$ cat src/rtl/ibex_pkg.sv
// Shared types and constants for the IF->ID skid stage.
package ibex_pkg;

  typedef struct packed {
    logic [31:0] rdata;
    logic [31:0] addr;
    logic        err;
    logic        err_plus2;
  } fetch_entry_t;

  localparam logic [1:0]  INSTR_C_MASK    = 2'b11;
  localparam int unsigned FetchEntryWidth = $bits(fetch_entry_t);

  function automatic logic instr_is_compressed(input logic [31:0] instr);
    return instr[1:0] != INSTR_C_MASK;
  endfunction

endpackage

$ cat src/rtl/ibex_if_id_skid_stage_if.sv
// Fetch-side stream, ID-side stream and counter control of the IF->ID stage.
interface ibex_if_id_skid_stage_if #(
  parameter int unsigned CntWidth = 32
);

  logic                flush_i;
  logic                fetch_valid_i;
  logic                fetch_ready_o;
  logic [31:0]         fetch_rdata_i;
  logic [31:0]         fetch_addr_i;
  logic                fetch_err_i;
  logic                fetch_err_plus2_i;
  logic                id_valid_o;
  logic                id_ready_i;
  logic [31:0]         id_instr_o;
  logic [31:0]         id_addr_o;
  logic [31:0]         id_pc_next_o;
  logic                id_is_compressed_o;
  logic                id_err_o;
  logic                id_err_plus2_o;
  logic                cnt_clear_i;
  logic [CntWidth-1:0] instr_cnt_o;

  // Environment side: prefetch buffer, ID stage and control.
  modport master (
    output flush_i, fetch_valid_i, fetch_rdata_i, fetch_addr_i, fetch_err_i,
           fetch_err_plus2_i, id_ready_i, cnt_clear_i,
    input  fetch_ready_o, id_valid_o, id_instr_o, id_addr_o, id_pc_next_o,
           id_is_compressed_o, id_err_o, id_err_plus2_o, instr_cnt_o
  );

  // Stage side.
  modport slave (
    input  flush_i, fetch_valid_i, fetch_rdata_i, fetch_addr_i, fetch_err_i,
           fetch_err_plus2_i, id_ready_i, cnt_clear_i,
    output fetch_ready_o, id_valid_o, id_instr_o, id_addr_o, id_pc_next_o,
           id_is_compressed_o, id_err_o, id_err_plus2_o, instr_cnt_o
  );

endinterface

$ cat src/rtl/ibex_skid_buffer.sv
// Generic 2-slot buffer whose upstream ready is a flop; MAIN drives the output, SKID absorbs
// the one beat accepted while the downstream stalls.
module ibex_skid_buffer #(
  parameter int unsigned Width    = 66,
  parameter bit          ResetAll = 1'b0,
  parameter bit          FlushEn  = 1'b1
) (
  input  logic             clk,
  input  logic             rst_n,
  input  logic             flush,
  input  logic             in_valid,
  output logic             in_ready,
  input  logic [Width-1:0] in_data,
  output logic             out_valid,
  input  logic             out_ready,
  output logic [Width-1:0] out_data
);

  logic             main_valid_reg, main_valid_next;
  logic             skid_valid_reg, skid_valid_next;
  logic             ready_reg;
  logic [Width-1:0] main_data_reg, main_data_next;
  logic [Width-1:0] skid_data_reg, skid_data_next;
  logic             flush_en, push, pop;

  assign flush_en = FlushEn & flush;
  assign push     = in_valid & ready_reg & ~flush_en;
  assign pop      = main_valid_reg & out_ready & ~flush_en;

  always_comb begin
    main_valid_next = main_valid_reg;
    skid_valid_next = skid_valid_reg;
    main_data_next  = main_data_reg;
    skid_data_next  = skid_data_reg;
    if (flush_en) begin
      main_valid_next = 1'b0;
      skid_valid_next = 1'b0;
    end else if (!main_valid_reg || pop) begin
      if (skid_valid_reg) begin
        // ready was low, so no push can race the skid refill
        main_valid_next = 1'b1;
        main_data_next  = skid_data_reg;
        skid_valid_next = 1'b0;
      end else begin
        main_valid_next = push;
        if (push) main_data_next = in_data;
      end
    end else if (push) begin
      skid_valid_next = 1'b1;
      skid_data_next  = in_data;
    end
  end

  always_ff @(posedge clk or negedge rst_n) begin
    if (!rst_n) begin
      main_valid_reg <= 1'b0;
      skid_valid_reg <= 1'b0;
      ready_reg      <= 1'b1;
    end else begin
      main_valid_reg <= main_valid_next;
      skid_valid_reg <= skid_valid_next;
      ready_reg      <= ~skid_valid_next;
    end
  end

  if (ResetAll) begin : g_data_rst
    always_ff @(posedge clk or negedge rst_n) begin
      if (!rst_n) begin
        main_data_reg <= '0;
        skid_data_reg <= '0;
      end else begin
        main_data_reg <= main_data_next;
        skid_data_reg <= skid_data_next;
      end
    end
  end else begin : g_data_norst
    always_ff @(posedge clk) begin
      main_data_reg <= main_data_next;
      skid_data_reg <= skid_data_next;
    end
  end

  assign in_ready  = ready_reg;
  assign out_valid = main_valid_reg;
  assign out_data  = main_data_reg;

endmodule

$ cat src/rtl/ibex_if_id_skid_stage.sv
// Registered IF->ID boundary: skid-buffered fetch stream plus compressed decode, next-PC
// and a saturating delivered-instruction counter.
module ibex_if_id_skid_stage
  import ibex_pkg::*;
#(
  parameter bit          ResetAll = 1'b0,
  parameter int unsigned CntWidth = 32
) (
  input logic                    clk_i,
  input logic                    rst_ni,
  ibex_if_id_skid_stage_if.slave bus
);

  fetch_entry_t        in_entry, main_entry;
  logic                main_valid, is_c, show, pop;
  logic [CntWidth-1:0] cnt_reg, cnt_next;

  assign in_entry = '{rdata:     bus.fetch_rdata_i,
                      addr:      bus.fetch_addr_i,
                      err:       bus.fetch_err_i,
                      err_plus2: bus.fetch_err_plus2_i};

  ibex_skid_buffer #(
    .Width    (FetchEntryWidth),
    .ResetAll (ResetAll),
    .FlushEn  (1'b1)
  ) u_skid (
    .clk       (clk_i),
    .rst_n     (rst_ni),
    .flush     (bus.flush_i),
    .in_valid  (bus.fetch_valid_i),
    .in_ready  (bus.fetch_ready_o),
    .in_data   (in_entry),
    .out_valid (main_valid),
    .out_ready (bus.id_ready_i),
    .out_data  (main_entry)
  );

  // With reset data, decode of the zeroed slot would read as compressed; mask it while empty.
  assign show = main_valid | ~ResetAll;
  assign is_c = instr_is_compressed(main_entry.rdata);

  assign bus.id_valid_o         = main_valid;
  assign bus.id_addr_o          = main_entry.addr;
  assign bus.id_instr_o         = is_c ? {16'h0000, main_entry.rdata[15:0]} : main_entry.rdata;
  assign bus.id_is_compressed_o = show & is_c;
  assign bus.id_pc_next_o       = show ? main_entry.addr + (is_c ? 32'd2 : 32'd4) : 32'd0;
  assign bus.id_err_o           = main_entry.err;
  assign bus.id_err_plus2_o     = main_entry.err & main_entry.err_plus2;

  assign pop = main_valid & bus.id_ready_i & ~bus.flush_i;

  always_comb begin
    cnt_next = cnt_reg;
    if (bus.cnt_clear_i) begin
      cnt_next = '0;
    end else if (pop && (cnt_reg != {CntWidth{1'b1}})) begin
      cnt_next = cnt_reg + 1'b1;
    end
  end

  always_ff @(posedge clk_i or negedge rst_ni) begin
    if (!rst_ni) begin
      cnt_reg <= '0;
    end else begin
      cnt_reg <= cnt_next;
    end
  end

  assign bus.instr_cnt_o = cnt_reg;

endmodule

$ cat src/flat_wrapper.sv
// flat-port wrapper written by rule: the top's interface ports become plain ports
module ibex_if_id_skid_stage_flat import ibex_pkg::*;
#(
  parameter bit          ResetAll = 1'b0,
  parameter int unsigned CntWidth = 32
)
  (clk_i, rst_ni, bus_flush_i, bus_fetch_valid_i, bus_fetch_rdata_i, bus_fetch_addr_i, bus_fetch_err_i, bus_fetch_err_plus2_i, bus_id_ready_i, bus_cnt_clear_i, bus_fetch_ready_o, bus_id_valid_o, bus_id_instr_o, bus_id_addr_o, bus_id_pc_next_o, bus_id_is_compressed_o, bus_id_err_o, bus_id_err_plus2_o, bus_instr_cnt_o);
  ibex_if_id_skid_stage_if #(.CntWidth(CntWidth)) bus_i ();
  input logic clk_i;
  input logic rst_ni;
  input wire logic [$bits(bus_i.flush_i)-1:0] bus_flush_i;
  input wire logic [$bits(bus_i.fetch_valid_i)-1:0] bus_fetch_valid_i;
  input wire logic [$bits(bus_i.fetch_rdata_i)-1:0] bus_fetch_rdata_i;
  input wire logic [$bits(bus_i.fetch_addr_i)-1:0] bus_fetch_addr_i;
  input wire logic [$bits(bus_i.fetch_err_i)-1:0] bus_fetch_err_i;
  input wire logic [$bits(bus_i.fetch_err_plus2_i)-1:0] bus_fetch_err_plus2_i;
  input wire logic [$bits(bus_i.id_ready_i)-1:0] bus_id_ready_i;
  input wire logic [$bits(bus_i.cnt_clear_i)-1:0] bus_cnt_clear_i;
  output wire logic [$bits(bus_i.fetch_ready_o)-1:0] bus_fetch_ready_o;
  output wire logic [$bits(bus_i.id_valid_o)-1:0] bus_id_valid_o;
  output wire logic [$bits(bus_i.id_instr_o)-1:0] bus_id_instr_o;
  output wire logic [$bits(bus_i.id_addr_o)-1:0] bus_id_addr_o;
  output wire logic [$bits(bus_i.id_pc_next_o)-1:0] bus_id_pc_next_o;
  output wire logic [$bits(bus_i.id_is_compressed_o)-1:0] bus_id_is_compressed_o;
  output wire logic [$bits(bus_i.id_err_o)-1:0] bus_id_err_o;
  output wire logic [$bits(bus_i.id_err_plus2_o)-1:0] bus_id_err_plus2_o;
  output wire logic [$bits(bus_i.instr_cnt_o)-1:0] bus_instr_cnt_o;
  assign bus_i.flush_i = bus_flush_i;
  assign bus_i.fetch_valid_i = bus_fetch_valid_i;
  assign bus_i.fetch_rdata_i = bus_fetch_rdata_i;
  assign bus_i.fetch_addr_i = bus_fetch_addr_i;
  assign bus_i.fetch_err_i = bus_fetch_err_i;
  assign bus_i.fetch_err_plus2_i = bus_fetch_err_plus2_i;
  assign bus_i.id_ready_i = bus_id_ready_i;
  assign bus_i.cnt_clear_i = bus_cnt_clear_i;
  assign bus_fetch_ready_o = bus_i.fetch_ready_o;
  assign bus_id_valid_o = bus_i.id_valid_o;
  assign bus_id_instr_o = bus_i.id_instr_o;
  assign bus_id_addr_o = bus_i.id_addr_o;
  assign bus_id_pc_next_o = bus_i.id_pc_next_o;
  assign bus_id_is_compressed_o = bus_i.id_is_compressed_o;
  assign bus_id_err_o = bus_i.id_err_o;
  assign bus_id_err_plus2_o = bus_i.id_err_plus2_o;
  assign bus_instr_cnt_o = bus_i.instr_cnt_o;
  ibex_if_id_skid_stage #(.ResetAll(ResetAll), .CntWidth(CntWidth)) u_core (.clk_i(clk_i), .rst_ni(rst_ni), .bus(bus_i));
endmodule
$ cat config.mk
export PLATFORM = sky130hd
export DESIGN_NAME = ibex_if_id_skid_stage_flat
export DESIGN_NICKNAME = d
export VERILOG_FILES = /design/src/rtl/ibex_pkg.sv /design/src/rtl/ibex_if_id_skid_stage_if.sv /design/src/rtl/ibex_skid_buffer.sv /design/src/rtl/ibex_if_id_skid_stage.sv /design/src/flat_wrapper.sv
export SDC_FILE = /design/constraint.sdc
export NUM_CORES = 1
export LEC_CHECK = 0
export ABC_AREA = 1
export BUFFER_PORTS_ARGS = -buffer_cell sky130_fd_sc_hd__buf_2
export CORE_AREA = 10 10 166 168
export CTS_BUF_LIST = sky130_fd_sc_hd__clkbuf_4
export CTS_CLUSTER_SIZE = 8
export DETAILED_ROUTE_END_ITERATION = 8
export DIE_AREA = 0 0 176 178
export PLACE_DENSITY = 0.57
export SYNTH_ARGS = -nofsm -noshare
export SYNTH_HDL_FRONTEND = slang
export SYNTH_SLANG_ARGS = --single-unit
$ cat constraint.sdc
create_clock -name clk_i -period 5.6 [get_ports clk_i]
set_clock_uncertainty 0.05 [all_clocks]
set_input_delay 1.12 -clock clk_i [delete_from_list [all_inputs] [get_ports clk_i]]
set_output_delay 1.12 -clock clk_i [all_outputs]
set_load 0.05 [all_outputs]
==> results of run 1 <==
==> power groups by stage <==
stage | sequential (W) | combinational [W] | clock (W)
3_5_place_dp | 0.00148 | 0.000473 | 0
5_1_grt | 0.00146 | 0.000505 | 0.000805
4_1_cts | 0.00145 | 0.000473 | 0.000763
3_3_place_gp | 0.00148 | 0.000471 | 0
2_1_floorplan | 0.00148 | 0.000352 | 0
6_report | 0.00145 | 0.000464 | 0.000731
==> synth_stat cells <==
cell	number	share of area (%)
nand2_1	393	18
edfxtp_1	132	47
nor2_1	108	4.8
inv_1	70	3.1
buf_4	49	4.4
dfrtp_1	34	10
nand3_1	33	2.0
xor2_1	28	2.9
nand4_1	22	1.6
clkbuf_1	18	0.80
nor3_1	12	0.72
xnor2_1	11	1.1
o21ai_0	4	0.24
or2_2	4	0.30
nand2_2	3	0.22
nand2_4	3	0.40
nand3b_1	3	0.27
buf_1	2	0.089
buf_6	2	0.27
ha_1	2	0.30
nor2_4	2	0.27
a21oi_1	1	0.060
a21oi_2	1	0.10
buf_2	1	0.060
clkinv_1	1	0.045
clkinv_4	1	0.10
dfstp_2	1	0.31
inv_2	1	0.045
nor2_2	1	0.075
nor2_8	1	0.24
nor3b_1	1	0.089
nor4_1	1	0.075
==> worst register-to-register path: cells and delay by family (launching register included) <==
family / cells / cell delay [ns]
buffers and inverters: 4 / 1.66
flip-flops: 1 / 0.37
AO/OA/AOI/OAI: 1 / 0.24
AND/OR/NAND/NOR: 1 / 0.10
==> metrics by stage <==
| stage | power [W] | cells |
|---|---|---|
| after floorplan | 0.00183 | 946 |
| after global placement | 0.00195 | 1408 |
| after detailed placement | 0.00195 | 1408 |
| after CTS | 0.00269 | 1440 |
| after global routing | 0.00277 | 1443 |
| final | 0.00265 | 1445 |
==> final timing paths <==
path	start	cells after the start	to	slack, ns
max	u_core.u_skid.out_data[34]	11	bus_id_pc_next_o[31]	1.16
min	u_core.u_skid.skid_data_reg[6]	2	u_core.u_skid.out_data[6]	0.47
max reg2reg	u_core.u_skid.skid_valid_reg	6	u_core.u_skid.out_data[14]	2.88
min reg2reg	u_core.u_skid.skid_data_reg[6]	2	u_core.u_skid.out_data[6]	0.47
max in group asynchronous	rst_ni	1	u_core.u_skid.skid_valid_reg	4.31
min in group asynchronous	rst_ni	1	u_core.bus.instr_cnt_o[11]	0.58
==> cells by family after synthesis <==
kind of cell    count (synthesis)  synth area share, %
flops                         167                 57.7
simple gates                  587                 28.7
xor+xnor                       39                 4.07
buf+inv                       145                 8.93
fa+ha+maj                       2                0.298
compound gates                  6                0.402
==> metal layers <==
metal	track usage, %	share of wire, %	wire, um
met1	19.0	44	10400
met2	24.9	48	11300
met3	4.36	6.7	1590
met4	4.03	1.2	293
met5	0	0	0
==> cell type report <==
class	count	area share [%]
clock inverters	15	1.83
inverters	73	2.87
diodes	5	0.129
multi-input cells	634	29.0
clock buffers	17	1.31
flip-flops and latches	167	49.8
well taps	324	4.17
repair buffers	210	11.0
==> impl_metrics.env, run 1 <==
export IMPL_via_per_inst=4.47
export IMPL_p_comb_share_pct=17.5
export IMPL_postPlaceCellArea_um2=9410
export IMPL_wl_um=23600
export IMPL_rows=57
export IMPL_cts_tree="done"
export IMPL_core_area_um2=24100
export IMPL_grt_pass1_vias=6630
export IMPL_clk_pin_slew_ns=0.16
export IMPL_fin_nets=1177
export IMPL_hold_viol_final=0
export IMPL_portBuffers=204
export IMPL_finalWorstSetupSlack_ns=1.16
export IMPL_cts_root_buf="clkbuf_4"
export IMPL_area_growth_pct=15.9
export IMPL_endpoint_kind="output pin"
export IMPL_p_leak_nw=4.49
export IMPL_rsz0062_at_grt="no"
export IMPL_post_route_util_pct=40.4
export IMPL_initial_core_util_pct=34.8
export IMPL_sequentialPowerShare_pct=54.9
export IMPL_cp_slowest_stage_delay_ns=0.61
export IMPL_status="finished, final reports clean"
export IMPL_critPathSlowestCell="nand2_1"
export IMPL_crit_top_cell="nand2_1"
export IMPL_clk_path_buf_depth=2
export IMPL_grt_pass1_wl_um=37100
export IMPL_max_freq_ghz=0.225
export IMPL_antenna_found_initial=3
export IMPL_setup_violations=0
export IMPL_regArea_um2=4840
export IMPL_syn_area_per_cell_um2=8.88
export IMPL_clockPowerShare_pct=27.6
export IMPL_drv_slew=0
export IMPL_dp_slack_ns=1.78
export IMPL_io_pins=205
export IMPL_power_density_nw_per_um2=272
export IMPL_ctsHoldBuffers=0
export IMPL_dr_pass1_iters=5
export IMPL_crit_chain="nand2_1 > inv_1 > nor2_1 > ha_1 > inv_1 > nand2_1 > nand2_1 > nor2_1 > nand2_1 > xnor2_1 > buf_2"
export IMPL_cp_max_fo=21
export IMPL_cts_repair_resize_count=0
export IMPL_dieWidth_um=176
export IMPL_crit_type="flop to output pin"
export IMPL_layout_drive_gt1_share_pct=23.7
export IMPL_switching_power_w=0.000921
export IMPL_worstPathRequired_ns=4.43
export IMPL_finalCriticalPeriod_ns=4.44
export IMPL_design_area_um2=9730
export IMPL_cap_violations=0
export IMPL_grt_max_degree=68
export IMPL_fin_crit_sh_pct=79.2
export IMPL_p_sw_share_pct=34.8
export IMPL_tns_ns=0
export IMPL_fill_cells=2497
export IMPL_slew_headroom_pct=27.1
export IMPL_yosysSeqAreaShare_pct=57.7
export IMPL_final_cell_mix="393 x nand2_1, 204 x buf_2, 132 x edfxtp_1, 107 x nor2_1, 68 x inv_1"
export IMPL_yosysWarnings=0
export IMPL_cts_htree_levels=4
export IMPL_grt_overflow=0
export IMPL_holdWs_ns=0.467
export IMPL_p_int_w=0.00173
export IMPL_dieArea_um2=31300
export IMPL_clk_latency_ns=0.57
export IMPL_layout_commonest_cell="nand2_1"
export IMPL_multi_input_area_um2=2820
export IMPL_post_cts_buffers=0
export IMPL_synth_cell_type_count=32
export IMPL_synthCells=946
export IMPL_drc=0
export IMPL_antenna_left=0
export IMPL_die_h_um=178
export IMPL_wl_per_cell_um=16.3
export IMPL_synth_seq_cells=167
export IMPL_start_kind="flop"
export IMPL_path_buf_inv=3
export IMPL_drt_iter0_drc=436
export IMPL_hold_path_class="flop to flop"
export IMPL_place_gp_congestion=0.895
export IMPL_netlist_area_um2=8400
export IMPL_synth_nets=1020
export IMPL_dp_hpwl_um=17400
export IMPL_arrival_ns=3.27
export IMPL_critPathTopFamily="simple AND/OR/NAND/NOR gates"
export IMPL_num_vias=6463
export IMPL_ir_worst_vdd_mv=0.157
export IMPL_cts_buffers=17
export IMPL_worstMarginPinSlew_ns=1.09
export IMPL_cts_sinks=167
export IMPL_track_usage_pct=15.1
Power figures use the tool's default switching activity.
==> run 2, diff against run 1 <==
Clock period 5.6 ns to 4.4 ns, I/O delays scaled along.
==> impl_metrics.env, run 2 (same netlist as run 1, synthesis figures left out) <==
export IMPL_power_density_nw_per_um2=348
export IMPL_crit_type="flop to output pin"
export IMPL_status="finished, final reports clean"
export IMPL_max_freq_ghz=0.280
export IMPL_clk_path_buf_depth=2
export IMPL_dp_hpwl_um=17700
export IMPL_cts_htree_levels=4
export IMPL_p_leak_nw=4.49
export IMPL_clk_latency_ns=0.55
export IMPL_dieArea_um2=31300
export IMPL_drc=0
export IMPL_cts_sinks=167
export IMPL_power_w=0.00339
export IMPL_holdWs_ns=0.346
export IMPL_worstMarginPinSlew_ns=1.05
export IMPL_wl_um=23900
export IMPL_layout_drive_gt1_share_pct=23.8
export IMPL_use_met3_pct=4.61
export IMPL_grt_overflow=0
export IMPL_cp_max_fo=4
export IMPL_layout_commonest_cell="nand2_1"
export IMPL_cts_repair_resize_count=0
export IMPL_area_growth_pct=16.1
export IMPL_slew_headroom_pct=30.0
export IMPL_core_area_um2=24100
export IMPL_fin_crit_sh_pct=81.2
export IMPL_drv_slew=0
export IMPL_ir_worst_vdd_mv=0.157
export IMPL_dieWidth_um=176
export IMPL_dp_slack_ns=1.39
export IMPL_wl_per_cell_um=16.6
export IMPL_cts_tree="done"
export IMPL_hold_path_class="primary input to asynchronous set/reset pin"
export IMPL_portBuffers=204
export IMPL_setup_violations=0
export IMPL_busiest_layer="met2"
export IMPL_use_met2_pct=24.7
export IMPL_ctsHoldBuffers=0
export IMPL_post_cts_buffers=0
export IMPL_grt_pass1_wl_um=37200
export IMPL_cts_root_buf="clkbuf_4"
export IMPL_hold_viol_final=0
export IMPL_fill_cells=2524
export IMPL_multi_input_area_um2=2820
export IMPL_via_per_inst=4.58
export IMPL_die_h_um=178
export IMPL_drt_iter0_drc=395
export IMPL_final_cell_mix="393 x nand2_1, 204 x buf_2, 132 x edfxtp_1, 107 x nor2_1, 68 x inv_1"
export IMPL_num_vias=6620
export IMPL_finalCriticalPeriod_ns=3.57
export IMPL_initial_core_util_pct=34.8
export IMPL_finalWorstSetupSlack_ns=0.825
export IMPL_track_usage_pct=15.1
export IMPL_rows=57
export IMPL_clk_pin_slew_ns=0.17
export IMPL_start_kind="flop"
export IMPL_dr_pass1_iters=5
export IMPL_rsz0062_at_grt="no"
export IMPL_endpoint_kind="output pin"
export IMPL_arrival_ns=2.64
export IMPL_antenna_left=0
export IMPL_grt_pass1_vias=6731
export IMPL_io_pins=205
export IMPL_antenna_found_initial=4
export IMPL_grt_max_degree=67
export IMPL_worstPathRequired_ns=3.47
export IMPL_tns_ns=0
export IMPL_fin_nets=1178
export IMPL_regArea_um2=4840
export IMPL_cap_violations=0
export IMPL_cts_buffers=17
export IMPL_place_gp_congestion=0.894
export IMPL_gr_usage_met1_pct=18.8
run 2: where the power goes:
group,total [W],switching (W),internal (W),leakage (nW)
Clock,0.000948,0.000634,0.000314,0.158
Combinational,0.000596,0.000470,0.000126,2.64
Sequential,0.00185,0.0000440,0.00181,1.70
run 2: through the flow:
stage          instances  utilization (%)  cell area, um2
4_1_cts             1441             40.4            9740
3_3_place_gp        1409             39.1            9430
6_report            1444             40.4            9750
3_5_place_dp        1409             39.1            9430
2_1_floorplan        946                -            8400
5_1_grt             1442             40.4            9750
run 2: layout make-up:
class                   count  area share, %
well taps                 324           4.16
clock inverters            15           1.90
clock buffers              17           1.31
repair buffers            211           11.1
inverters                  73           2.86
flip-flops and latches    167           49.7
multi-input cells         634           28.9
diodes                      3         0.0770
run 2: worst paths after layout:
check                                                 from                               to  slack, ns  depth (start not counted)
setup / recovery                u_core.u_skid.out_data[35]             bus_id_pc_next_o[13]       0.83                         10
hold / removal                                      rst_ni       u_core.bus.instr_cnt_o[15]       0.35                          1
setup reg to reg                 u_core.bus.instr_cnt_o[0]       u_core.bus.instr_cnt_o[21]       2.10                          8
hold reg to reg            u_core.u_skid.skid_data_reg[32]       u_core.u_skid.out_data[32]       0.45                          2
max in group asynchronous                           rst_ni     u_core.u_skid.skid_valid_reg       3.35                          1
min in group clk_i                   bus_fetch_rdata_i[24]  u_core.u_skid.skid_data_reg[58]       0.44                          1
run 2: layer usage:
| layer | share of wire, % | wire (um) |
|---|---|---|
| met1 | 43 | 10400 |
| met2 | 48 | 11400 |
| met3 | 7.1 | 1700 |
| met4 | 1.7 | 412 |
| met5 | 0.054 | 13 |
run 2: worst max-delay path, cell delays in order (launching register included):
cell,delay (ns)
edfxtp_1,0.42
nand2_1,0.17
inv_1,0.07
nor2_1,0.13
ha_1,0.16
inv_1,0.04
nand2_1,0.14
nand3_1,0.15
nor2_1,0.35
xor2_1,0.19
buf_2,0.28
==> run 3, diff against run 2 <==
Settings changed: ABC_AREA 1 to 0, CORE_AREA 10 10 166 168 to 10 10 160 162, DIE_AREA 0 0 176 178 to 0 0 170 172.
Clock period 4.4 ns to 3.45 ns, I/O delays scaled along.
==> impl_metrics.env, run 3 <==
export IMPL_clk_latency_ns=0.54
export IMPL_slew_headroom_pct=45.1
export IMPL_worstPathRequired_ns=2.71
export IMPL_ir_worst_vdd_mv=0.258
export IMPL_clk_path_buf_depth=2
export IMPL_endpoint_kind="output pin"
export IMPL_grt_max_degree=67
export IMPL_synth_common_cells="132 x edfxtp_1, 71 x mux2_2, 49 x buf_4, 34 x dfrtp_1, 31 x xnor2_1"
export IMPL_synth_area_leaders="edfxtp_1 51%, dfrtp_1 11%, mux2_2 10%"
export IMPL_wl_um=19500
export IMPL_r2r_start="u_core.bus.instr_cnt_o[0]"
export IMPL_area_growth_pct=19.9
export IMPL_critPathSlowestCell="edfxtp_1"
export IMPL_clk_pin_slew_ns=0.16
export IMPL_path_depth=11
export IMPL_layout_drive_gt1_share_pct=46.7
export IMPL_place_gp_congestion=0.855
export IMPL_dieArea_um2=29200
export IMPL_antenna_left=0
export IMPL_fin_crit_sh_pct=94.7
export IMPL_p_comb_share_pct=12.3
export IMPL_grt_pass1_wl_um=29600
export IMPL_die_h_um=172
export IMPL_cts_tree="done"
export IMPL_clockPowerShare_pct=30.4
export IMPL_hold_viol_final=0
export IMPL_drc=0
export IMPL_core_area_um2=22400
export IMPL_synth_nets=643
export IMPL_via_per_inst=4.91
export IMPL_cap_violations=0
export IMPL_p_leak_nw=3.66
export IMPL_io_pins=205
export IMPL_async_flop_share_pct=21.0
export IMPL_synth_top_cell_by_area="edfxtp_1"
export IMPL_fin_nets=810
export IMPL_arrival_ns=2.53
export IMPL_portBuffers=204
export IMPL_syn_area_per_cell_um2=13.6
export IMPL_max_freq_ghz=0.306
export IMPL_status="finished, final reports clean"
export IMPL_yosysWarnings=0
export IMPL_grt_pass1_vias=5086
export IMPL_cts_htree_levels=4
export IMPL_sequentialPowerShare_pct=57.3
export IMPL_layout_commonest_cell="buf_2"
export IMPL_rsz0062_at_grt="yes"
export IMPL_cp_startpoint="u_core.u_skid.out_data[34]"
export IMPL_synth_ff_type="edfxtp_1"
export IMPL_power_density_nw_per_um2=427
export IMPL_p_sw_share_pct=29.9
export IMPL_cp_slowest_stage_delay_ns=0.42
export IMPL_antenna_found_initial=4
export IMPL_rows=55
export IMPL_drv_slew=0
export IMPL_cts_buffers=17
export IMPL_synth_top_area_share_pct=51.1
export IMPL_drt_iter0_drc=292
export IMPL_r2r_cells=6
export IMPL_dp_hpwl_um=13900
export IMPL_cts_root_buf="clkbuf_4"
export IMPL_finalCriticalPeriod_ns=3.27
export IMPL_start_kind="flop"
export IMPL_synth_cell_type_count=44
export IMPL_dieWidth_um=170
export IMPL_cp_endpoint="bus_id_pc_next_o[19]"
export IMPL_worstMarginPinSlew_ns=0.823
export IMPL_dp_slack_ns=0.421
export IMPL_initial_core_util_pct=34.7
export IMPL_critPathTopFamily="simple AND/OR/NAND/NOR gates"
export IMPL_hold_path_class="primary input to asynchronous set/reset pin"
export IMPL_synthCells=569
export IMPL_switching_power_w=0.00119
export IMPL_dr_pass1_iters=6
export IMPL_synth_most_common_cell="edfxtp_1"
export IMPL_reg2reg_to="u_core.bus.instr_cnt_o[2]"
export IMPL_cp_max_fo=5
export IMPL_wl_per_cell_um=18.9
export IMPL_crit_chain="and2_4 > inv_2 > xnor2_1 > ha_2 > a31oi_4 > nor2_2 > buf_4 > and2_1 > nor2b_4 > xnor2_2 > buf_6"
export IMPL_setup_violations=0
export IMPL_post_route_util_pct=41.5
export IMPL_track_usage_pct=12.9
export IMPL_p_int_w=0.00278
export IMPL_netlist_area_um2=7750
export IMPL_final_cell_mix="194 x buf_2, 132 x edfxtp_1, 71 x mux2_2, 33 x dfrtp_1, 29 x nor2_1"
export IMPL_finalWorstSetupSlack_ns=0.182
export IMPL_power_w=0.00397
export IMPL_crit_type="flop to output pin"
export IMPL_yosysSeqAreaShare_pct=62.4
export IMPL_path_buf_inv=3
export IMPL_ctsHoldBuffers=0
export IMPL_regToRegSetupSlack_ns=0.92
export IMPL_grt_overflow=0
export IMPL_synth_edf_count=132
export IMPL_cts_sinks=167
export IMPL_num_vias=5085
export IMPL_synth_seq_cells=167
-- run 3: cell count changes in the layout (fill, tap and decap cells not counted), moves of 14 or more --
cell | before | now
nor2_1 | 107 | 29
nand3_1 | 33 | 16
mux2_2 | 0 | 71
xor2_1 | 28 | 11
inv_1 | 68 | 10
xnor2_1 | 11 | 25
nand2_1 | 393 | 25
and3_1 | 0 | 25
-- run 3: worst min-delay path by stage --
stage / startpoint / end / cells after the start
floorplan: rst_ni / u_core.bus.instr_cnt_o[0] / 0
global placement: u_core.u_skid.skid_data_reg[2] / u_core.u_skid.out_data[2] / 1
detailed placement: u_core.u_skid.skid_data_reg[13] / u_core.u_skid.out_data[13] / 1
CTS: rst_ni / u_core.bus.instr_cnt_o[18] / 1
global route: rst_ni / u_core.bus.instr_cnt_o[19] / 1
finish: rst_ni / u_core.bus.instr_cnt_o[17] / 1
-- run 3: through the flow --
step	instance area, um2	cells	TNS, ns	hold WS [ns]
final	9290	1035	0	0.175
after global routing	9290	1035	-0.132	0.150
after CTS	9210	1032	0	0.129
after detailed placement	8870	1000	0	0.480
after global placement	8870	1000	0	0.475
after floorplan	7830	569	-68.04	0.344
-- run 3: logic make-up (layout without fill, tap and decap cells) --
group                    after synthesis  in the layout  synth area share (%)
AO/OA/AOI/OAI                         39             39                  3.39
XOR/XNOR                              44             44                  4.97
adder cells (fa/ha/maj)                2              2                 0.323
buffers and inverters                 80            260                  6.38
flip-flops                           167            167                  62.4
multiplexers                          73             73                  10.6
other                                  0              1                     0
AND/OR/NAND/NOR                      164            164                  11.9
-- run 3: what timing repair did --
| action | 4_1_cts | 5_1_grt |
|---|---|---|
| gates resized for setup | 11 | 22 |
| setup buffers | 0 | 2 |
| setup endpoints to repair | 8 | 17 |
| pin swaps | 0 | 2 |
-- run 3: area by class of cell --
class	count	area [um2]
fill	2116	13100
sequential	167	4840
multi-input combinational	322	2570
timing repair buffer	217	1170
tap	285	357
clock inverter	15	181
clock buffer	17	128
inverter	11	41.3
antenna	1	2.50
-- run 3: power by group through the flow --
| stage | combinational (W) | sequential, W | clock, W |
|---|---|---|---|
| final | 0.000488 | 0.00227 | 0.00121 |
| after global routing | 0.000518 | 0.00228 | 0.00135 |
| after CTS | 0.000489 | 0.00227 | 0.00127 |
| after detailed placement | 0.000484 | 0.00232 | 0 |
| after global placement | 0.000483 | 0.00231 | 0 |
| after floorplan | 0.000350 | 0.00232 | 0 |
-- run 3: per-layer routing --
layer  track usage, %  vias to the layer above  wire, um
li1                 -                     2396         -
met1             16.1                     2490      8580
met2             20.4                      174      9030
met3             5.13                       19      1660
met4             3.43                        6       219
met5                0                        -        41
